File: src/rtl/fq_pkg.sv
// rtl/fq_pkg.sv - shared constants for the fq_bank divider bank
// Purpose: default channel count and divisor width, plus a flag that records
//          whether the optional phase-alignment input (macro FQ_BANK_SYNC_EN)
//          is compiled in.
package fq_pkg;

    localparam int CH_DEF = 4;
    localparam int W_DEF  = 8;

`ifdef FQ_BANK_SYNC_EN
    localparam bit SYNC_EN = 1'b1;
`else
    localparam bit SYNC_EN = 1'b0;
`endif

endpackage

File: src/rtl/fq_chan.sv
// rtl/fq_chan.sv - one clock-divider channel with shadowed, glitch-free divisor update
// Purpose: divides clk by 2*D using a half-period counter; a newly loaded divisor
//          is held in a shadow register and only takes effect at a half-period
//          boundary (or at once when the channel is idle).
// Optional: macro FQ_BANK_SYNC_EN adds i_sync (phase-align restart).
// Ports:
//   i_clk     rising-edge clock
//   i_rst_n   synchronous active-low reset
//   i_en      run enable (freezes counter and output when low)
//   i_load    one-cycle strobe capturing i_div
//   i_div     divisor value (0 = idle)
//   i_sync    restart strobe (FQ_BANK_SYNC_EN only)
//   o_clk     divided clock, registered
//   o_tick    pulse on each o_clk rising transition, registered
//   o_pend    shadow divisor waiting to take effect
module fq_chan
    import fq_pkg::*;
#(
    parameter int W = W_DEF
) (
    input  logic         i_clk,
    input  logic         i_rst_n,
    input  logic         i_en,
    input  logic         i_load,
    input  logic [W-1:0] i_div,
`ifdef FQ_BANK_SYNC_EN
    input  logic         i_sync,
`endif
    output logic         o_clk,
    output logic         o_tick,
    output logic         o_pend
);

    logic [W-1:0] r_d;
    logic [W-1:0] r_s;
    logic [W-1:0] r_cnt;
    logic         r_pend;
    logic         r_clk;
    logic         r_tick;

    logic [W-1:0] w_one;
    logic [W-1:0] w_last;
    logic [W-1:0] w_cnt_inc;
    logic [W-1:0] w_next_d;
    logic         w_idle;
    logic         w_bnd;

    assign w_one     = {{(W-1){1'b0}}, 1'b1};
    assign w_last    = r_d - w_one;
    assign w_cnt_inc = r_cnt + w_one;
    assign w_idle    = (r_d == '0);
    assign w_bnd     = !w_idle && i_en && (r_cnt == w_last);
    // A load arriving on the update edge itself wins over an older shadow value.
    assign w_next_d  = i_load ? i_div : (r_pend ? r_s : r_d);

`ifdef FQ_BANK_SYNC_EN
    logic w_sync;
    assign w_sync = i_sync && !w_idle;
`endif

    always_ff @(posedge i_clk) begin
        if (!i_rst_n) begin
            r_d    <= '0;
            r_s    <= '0;
            r_cnt  <= '0;
            r_pend <= 1'b0;
            r_clk  <= 1'b0;
            r_tick <= 1'b0;
        end
`ifdef FQ_BANK_SYNC_EN
        else if (w_sync) begin
            // Restart low with a fresh count; the sync edge doubles as an update point.
            r_d    <= w_next_d;
            if (i_load) r_s <= i_div;
            r_pend <= 1'b0;
            r_cnt  <= '0;
            r_clk  <= 1'b0;
            r_tick <= 1'b0;
        end
`endif
        else if (w_idle) begin
            r_cnt  <= '0;
            r_clk  <= 1'b0;
            r_tick <= 1'b0;
            if (i_load) begin
                r_s    <= i_div;
                r_pend <= 1'b1;
            end else if (r_pend) begin
                // Idle channel has no boundary to wait for; apply one cycle after capture.
                r_d    <= r_s;
                r_pend <= 1'b0;
            end
        end else if (w_bnd) begin
            r_cnt  <= '0;
            r_d    <= w_next_d;
            if (i_load) r_s <= i_div;
            r_pend <= 1'b0;
            if (w_next_d == '0) begin
                // Switching to idle: force low so no rising edge escapes.
                r_clk  <= 1'b0;
                r_tick <= 1'b0;
            end else begin
                r_clk  <= ~r_clk;
                r_tick <= ~r_clk;
            end
        end else begin
            r_tick <= 1'b0;
            if (i_en) r_cnt <= w_cnt_inc;
            if (i_load) begin
                r_s    <= i_div;
                r_pend <= 1'b1;
            end
        end
    end

    assign o_clk  = r_clk;
    assign o_tick = r_tick;
    assign o_pend = r_pend;

endmodule

File: src/rtl/fq_bank.sv
// rtl/fq_bank.sv - bank of CH independent programmable clock dividers
// Purpose: instantiates CH fq_chan channels sharing clk and reset.
// Optional: macro FQ_BANK_SYNC_EN adds sync_in, which restarts every
//           non-idle channel low with a zero count on the next edge.
// Ports:
//   clk      rising-edge clock
//   rst      synchronous active-low reset
//   en       per-channel run enable
//   load     per-channel divisor capture strobe
//   div_in   packed divisors, channel i at [i*W +: W]
//   sync_in  phase-align strobe (FQ_BANK_SYNC_EN only)
//   clk_out  divided clocks
//   tick     rising-transition pulses
//   pending  shadow divisor waiting per channel
module fq_bank
    import fq_pkg::*;
#(
    parameter int CH = CH_DEF,
    parameter int W  = W_DEF
) (
    input  logic            clk,
    input  logic            rst,
    input  logic [CH-1:0]   en,
    input  logic [CH-1:0]   load,
    input  logic [CH*W-1:0] div_in,
`ifdef FQ_BANK_SYNC_EN
    input  logic            sync_in,
`endif
    output logic [CH-1:0]   clk_out,
    output logic [CH-1:0]   tick,
    output logic [CH-1:0]   pending
);

    for (genvar i = 0; i < CH; i++) begin : g_ch
        fq_chan #(.W(W)) u_chan (
            .i_clk   (clk),
            .i_rst_n (rst),
            .i_en    (en[i]),
            .i_load  (load[i]),
            .i_div   (div_in[i*W +: W]),
`ifdef FQ_BANK_SYNC_EN
            .i_sync  (sync_in),
`endif
            .o_clk   (clk_out[i]),
            .o_tick  (tick[i]),
            .o_pend  (pending[i])
        );
    end

endmodule

File: config.mk
export PLATFORM = sky130hd
export DESIGN_NAME = fq_bank
export DESIGN_NICKNAME = d
export VERILOG_FILES = /design/src/rtl/fq_pkg.sv /design/src/rtl/fq_chan.sv /design/src/rtl/fq_bank.sv
export SDC_FILE = /design/constraint.sdc
export NUM_CORES = 1
export LEC_CHECK = 0
export CAP_MARGIN = 25
export CORE_UTILIZATION = 40
export CTS_CLUSTER_SIZE = 24
export DETAILED_ROUTE_END_ITERATION = 8
export PLACE_DENSITY_LB_ADDON = 0.08
export SLEW_MARGIN = 20
export SYNTH_ARGS = -nofsm -noshare
export SYNTH_HDL_FRONTEND = slang
export SYNTH_SLANG_ARGS = --single-unit
File: constraint.sdc
create_clock -name clk -period 3.28 [get_ports clk]
set_input_delay 0.328 -clock clk [delete_from_list [all_inputs] [get_ports clk]]
set_output_delay 0.328 -clock clk [all_outputs]
set_load 0.02 [all_outputs]
### Word level (Yosys, flattened, before mapping)

Cells that the tools add are included.

| word-level totals | value |
|---|---|
| register bits after elaboration | 108 |
| bits of input ports | 42 |

| operators by class | value |
|---|---|
| add/sub/neg operators | 8 |
| equal/unequal tests | 8 |
| muxes and demuxes | 40 |
| bitwise operators | 9 |
| reductions and logical operators | 44 |

Operators by type and width:

| kind | number |
|---|---|
| 2-to-1 mux 8 bit | 20 |
| logical NOT 8 bit | 8 |
| adder 8 x 1 -> 8 bit, second input constant | 4 |
| equality test 8 bit | 4 |
| subtractor 8 x 1 -> 8 bit, second input constant | 4 |
| OR reduction 3 bit | 8 |
| 2-to-1 mux 1 bit | 20 |
| nonzero test 3 bit | 4 |
| inverter 1 bit | 9 |
| logical AND 1 bit | 8 |
| != test 2 bit, second input constant | 4 |
| AND reduction 2 bit | 4 |
| nonzero test 2 bit | 4 |
| OR reduction 2 bit | 4 |
| logical NOT 1 bit | 4 |

### Logic depth before layout (Yosys ltp)

| depth | value |
|---|---|
| depth after elaboration | 6 |
| mapped depth | 11 |
| gate-level depth less buffers | 9 |

### Cells and area by module

A second synthesis with hierarchy kept.

| second synthesis, totals | value |
|---|---|
| cells, all modules | 730 |
| area total of the unflattened synthesis | 6243.5 µm² |

Modules (own cells, without submodules):

| module | times used | cells an instance | area an instance (µm²) | sequential area each (µm²) |
|---|---|---|---|---|
| fq_chan at g_ch[0].u_chan ... | 3 | 185 | 1565.3 | 540.5 |
| fq_chan at g_ch[3].u_chan | 1 | 175 | 1547.7 | 540.5 |

### Worst setup path before layout

OpenSTA, ideal clock, no wires.

| timing | value |
|---|---|
| path type | reg2reg |
| from | register g_ch[3].u_chan.r_d[0] |
| to | register g_ch[3].u_chan.r_d[0] |
| arrival time | 2.258 ns |
| path slack | 0.950 ns |
| stages on the path, launching flop included | 12 |
| period minus slack after synthesis | 2.330 ns |
| cells stage by stage | dfxtp_1 clkbuf_1 inv_1 ha_1 buf_2 o21ba_1 a221oi_1 a41oi_1 nor3_1 o211ai_4 o21ai_2 mux2i_1 |

| on the way | value |
|---|---|
| longest elaborated chain between the ends | 6 |

Ends and longest elaborated chain:

| item | line | text |
|---|---|---|
| start: declaration | fq_chan.sv:34 | `logic [W-1:0] r_d;` |
| start signal: assignment | fq_chan.sv:90 | `r_d <= r_s;` |
| start signal: assignment | fq_chan.sv:95 | `r_d <= w_next_d;` |
| parallel branches: the longest is 6 deep, another holds subtractor 8 x 1 -> 8 bit | n/a |  |

Parallel ways; which one is timed is not known. The select of a mux whose other input is x is not followed.
A chain may end at the register's enable or synchronous reset.

### Worst setup path after layout

| timing | value |
|---|---|
| from | register g_ch[1].u_chan.r_d[0] |
| to | register g_ch[1].u_chan.r_pend |

| on the way | value |
|---|---|
| longest elaborated chain between the ends | 6 |

Ends and longest elaborated chain:

| item | line | text |
|---|---|---|
| start: declaration | fq_chan.sv:34 |  |
| start signal: assignment | fq_chan.sv:90 |  |
| start signal: assignment | fq_chan.sv:95 |  |
| parallel branches: the longest is 6 deep, another holds subtractor 8 x 1 -> 8 bit | n/a |  |
| end signal: assignment | fq_chan.sv:87 | `r_pend <= 1'b1;` |
| end signal: assignment | fq_chan.sv:91 | `r_pend <= 1'b0;` |
| end signal: assignment | fq_chan.sv:97 | `r_pend <= 1'b0;` |
| end: declaration | fq_chan.sv:37 | `logic r_pend;` |

Parallel ways; which one is timed is not known.

==> results.md <==
- Outcome: finished clean
- First-pass GRT wire length: 24000 um
- Final period utilization: 81.9%
- Vias: 5086
- Global route overflow: 0
- Compound-cell area share of the yosys netlist: 13.3%
- Initial antenna violation count: 0
- Leak: 2.68 nW
- Critical Path Start Type: flop
- Sequential area share after synthesis: 34.7%
- Cells after Synth: 721
- Adder-Cell Fraction of Synth Area: 1.60%
- Cell with the most instances after synthesis: dfxtp_1
- CTS tree: done
- Element type at the critical path end: flop
- Largest net degree at the start of global routing: 44
- Count of final hold-check violations: 0
- Nets: 784
- I/O pins: 54
- Sequential share of power: 33.9%
- CTS root buf: clkbuf_16
- Xor and xnor area share after synthesis: 9.81%
- Worst-Margin Slew: 746 ps
- Clock Latency Late Sink: 350 ps
- Postcts setup bufs: 0
- Vias in the first global route: 4812
- Row count: 45
- Max IR drop VDD: 375 uV
- Slew HR: 50.3%
- Pint: 0.00309 W
- H-Tree Depth: 3
- Top post-synthesis cells by count: dfxtp_1, nand2_1, mux2i_1
- Simple-Gate Fraction of Synth Area: 22.2%
- Distinct cells, synth: 64
- Data arrival, critical path: 2940 ps
- Largest family of logic cells by synthesized area: simple AND/OR/NAND/NOR gates
- Final setup TNS: 0 ps
- Die X: 127 um
- PD cells: 754 nW/um2
- Core Box Area: 15200 um2
- Final WL: 14000 um
- #FFs+latches synth: 108
- Net Sw Frac: 41.9%
- CTS Buf Count: 9
- Clk slew on worst S/H paths: 70 ps
- Clock Skews: 6.39 ps
- Combinational share of power: 46.8%
- Area share of the largest cell type after synthesis: 34.7%
- Final setup fails: 0
- Via density: 5.49
- Reg2Reg Depth: 8
- Resize count post-CTS: 0
- CTS Buffer Depth: 2
- Antenna Cells: 0
- CTS Hold Buffers Added: 0
- Clock power frac: 19.3%
- Initial core utilization: 41.0%
- ANT nets after route: 0
- Syn Nets: 771
- Area delta synth->final: 13.1%
- Highest clock rate: 0.372 GHz
- RSZ-0062 raised after global routing: no
- Max Slew Vio Count: 0
- Hold crit path type: flop to flop
- Mapped Area: 6240 um2
- Tmin final: 2690 ps
- Cell taking the most area after synthesis: dfxtp_1
- Share of cells above drive strength 1: 4.47%
- Pwr Total: 0.00532 W
- CP required: 3530 ps
- DRC Markers: 0
- Yosys Warn Count: 0
- IO buf count: 53
- Routability cong.: 0.827
- Hold Path Depth: 2
- Die H: 127 um
- WL per Instance: 15.1 um
- Die ar.: 16100 um2
- Post-Syn Area per Cell: 8.65 um2
- Mux contribution to synthesized area: 13.2%
- First-pass iteration count of the detailed router: 4
- Crit Path Category: flop to flop
- Post-synth EDFFs: 0
- Largest cells by area after synthesis: dfxtp_1, mux2i_1, xor2_1
- All-Layer GR Usage: 18.4%
- CP Max Fanout: 9
- Initial DRC count: 260
- Ys async rst share: 0%
- Hpwl dp: 10000 um
- # Max-Cap Violations: 0
- Total net switching power: 0.00223 W
- Synth Flop Type: dfxtp_1
- Clock Sink Count: 108
## sequential cells by signal, indices dropped and copies added (netlist names)
register,cells
g_ch.u_chan.o_pend,4
g_ch.u_chan.r_s,32
g_ch.u_chan.o_clk,4
g_ch.u_chan.r_d,32
g_ch.u_chan.r_cnt,32
g_ch.u_chan.o_tick,4
## cells by family (layout without fill, tap and decap cells)
group / Yosys count / count (layout)
mux: 81 / 81
xor+xnor: 69 / 69
buf+inv: 70 / 88
compound gates: 112 / 112
fa+ha+maj: 8 / 8
flops: 108 / 108
simple gates: 273 / 273
## stage by stage
step	instance area [um2]	setup slack, ps	cells	hold slack, ps	util (%)
2_1_floorplan	6240	950	721	437	-
3_3_place_gp	6790	700	911	464	44.6
3_5_place_dp	6790	597	911	466	44.6
4_1_cts	7060	588	927	483	46.4
5_1_grt	7060	315	927	498	46.4
6_report	7060	593	927	485	46.4
## path summary, 6_finish.rpt
check	end	slack, ps	startpoint
max	g_ch[1].u_chan.o_pend$_SDFFE_PN0P_	590	g_ch[1].u_chan.r_d[0]$_SDFFE_PN0P_
min	g_ch[2].u_chan.r_d[1]$_SDFFE_PN0P_	480	g_ch[2].u_chan.r_d[1]$_SDFFE_PN0P_
max reg2reg	g_ch[1].u_chan.o_pend$_SDFFE_PN0P_	590	g_ch[1].u_chan.r_d[0]$_SDFFE_PN0P_
min reg2reg	g_ch[2].u_chan.r_d[1]$_SDFFE_PN0P_	480	g_ch[2].u_chan.r_d[1]$_SDFFE_PN0P_
## layout make-up
cell class	instances	area, um2
Fill cell	1499	8150
Multi-Input combinational cell	543	3750
Sequential cell	108	2160
Timing Repair Buffer	60	591
Clock buffer	11	243
Tap cell	188	235
Inverter	12	45.0
Clock inverter	5	27.5
## cell usage in the layout (no fill, tap or decap), types with 8 or more instances in the layout
cell	Yosys	final
nand3_1	22	22
inv_1	12	12
xnor2_1	32	32
o211ai_1	35	35
mux2i_1	78	78
nor2_1	57	57
ha_1	8	8
o2111ai_1	9	9
xor2_1	36	36
clkdlybuf4s50_1	0	52
nand4_1	10	10
clkbuf_16	0	9
dfxtp_1	108	108
nor3_1	18	18
nand2_1	83	83
o21ai_1	16	16
nor2b_1	34	34
nor4_1	13	13
## critical path, stage by stage (launching register included)
cell	delay [ps]
dfxtp_1	450
inv_1	100
ha_1	310
xor2_1	130
o211ai_1	100
a2111oi_0	590
nand3_1	320
o21a_1	360
and3b_1	240
## power groups by stage
stage                     registers [W]  logic, W  clock network [W]
after floorplan                 0.00167   0.00215                  0
after global placement          0.00183   0.00244                  0
after detailed placement        0.00183   0.00249                  0
after CTS                       0.00180   0.00250            0.00108
after global routing            0.00185   0.00280            0.00112
final                           0.00180   0.00249            0.00103
## routing by layer
layer  wire, um  global-route usage, %
met4        165                   5.46
met1       6910                   24.7
met2       6460                   30.0
met3        439                   3.54
met5          0                      0
No activity file was read; power rests on OpenSTA's default activity.
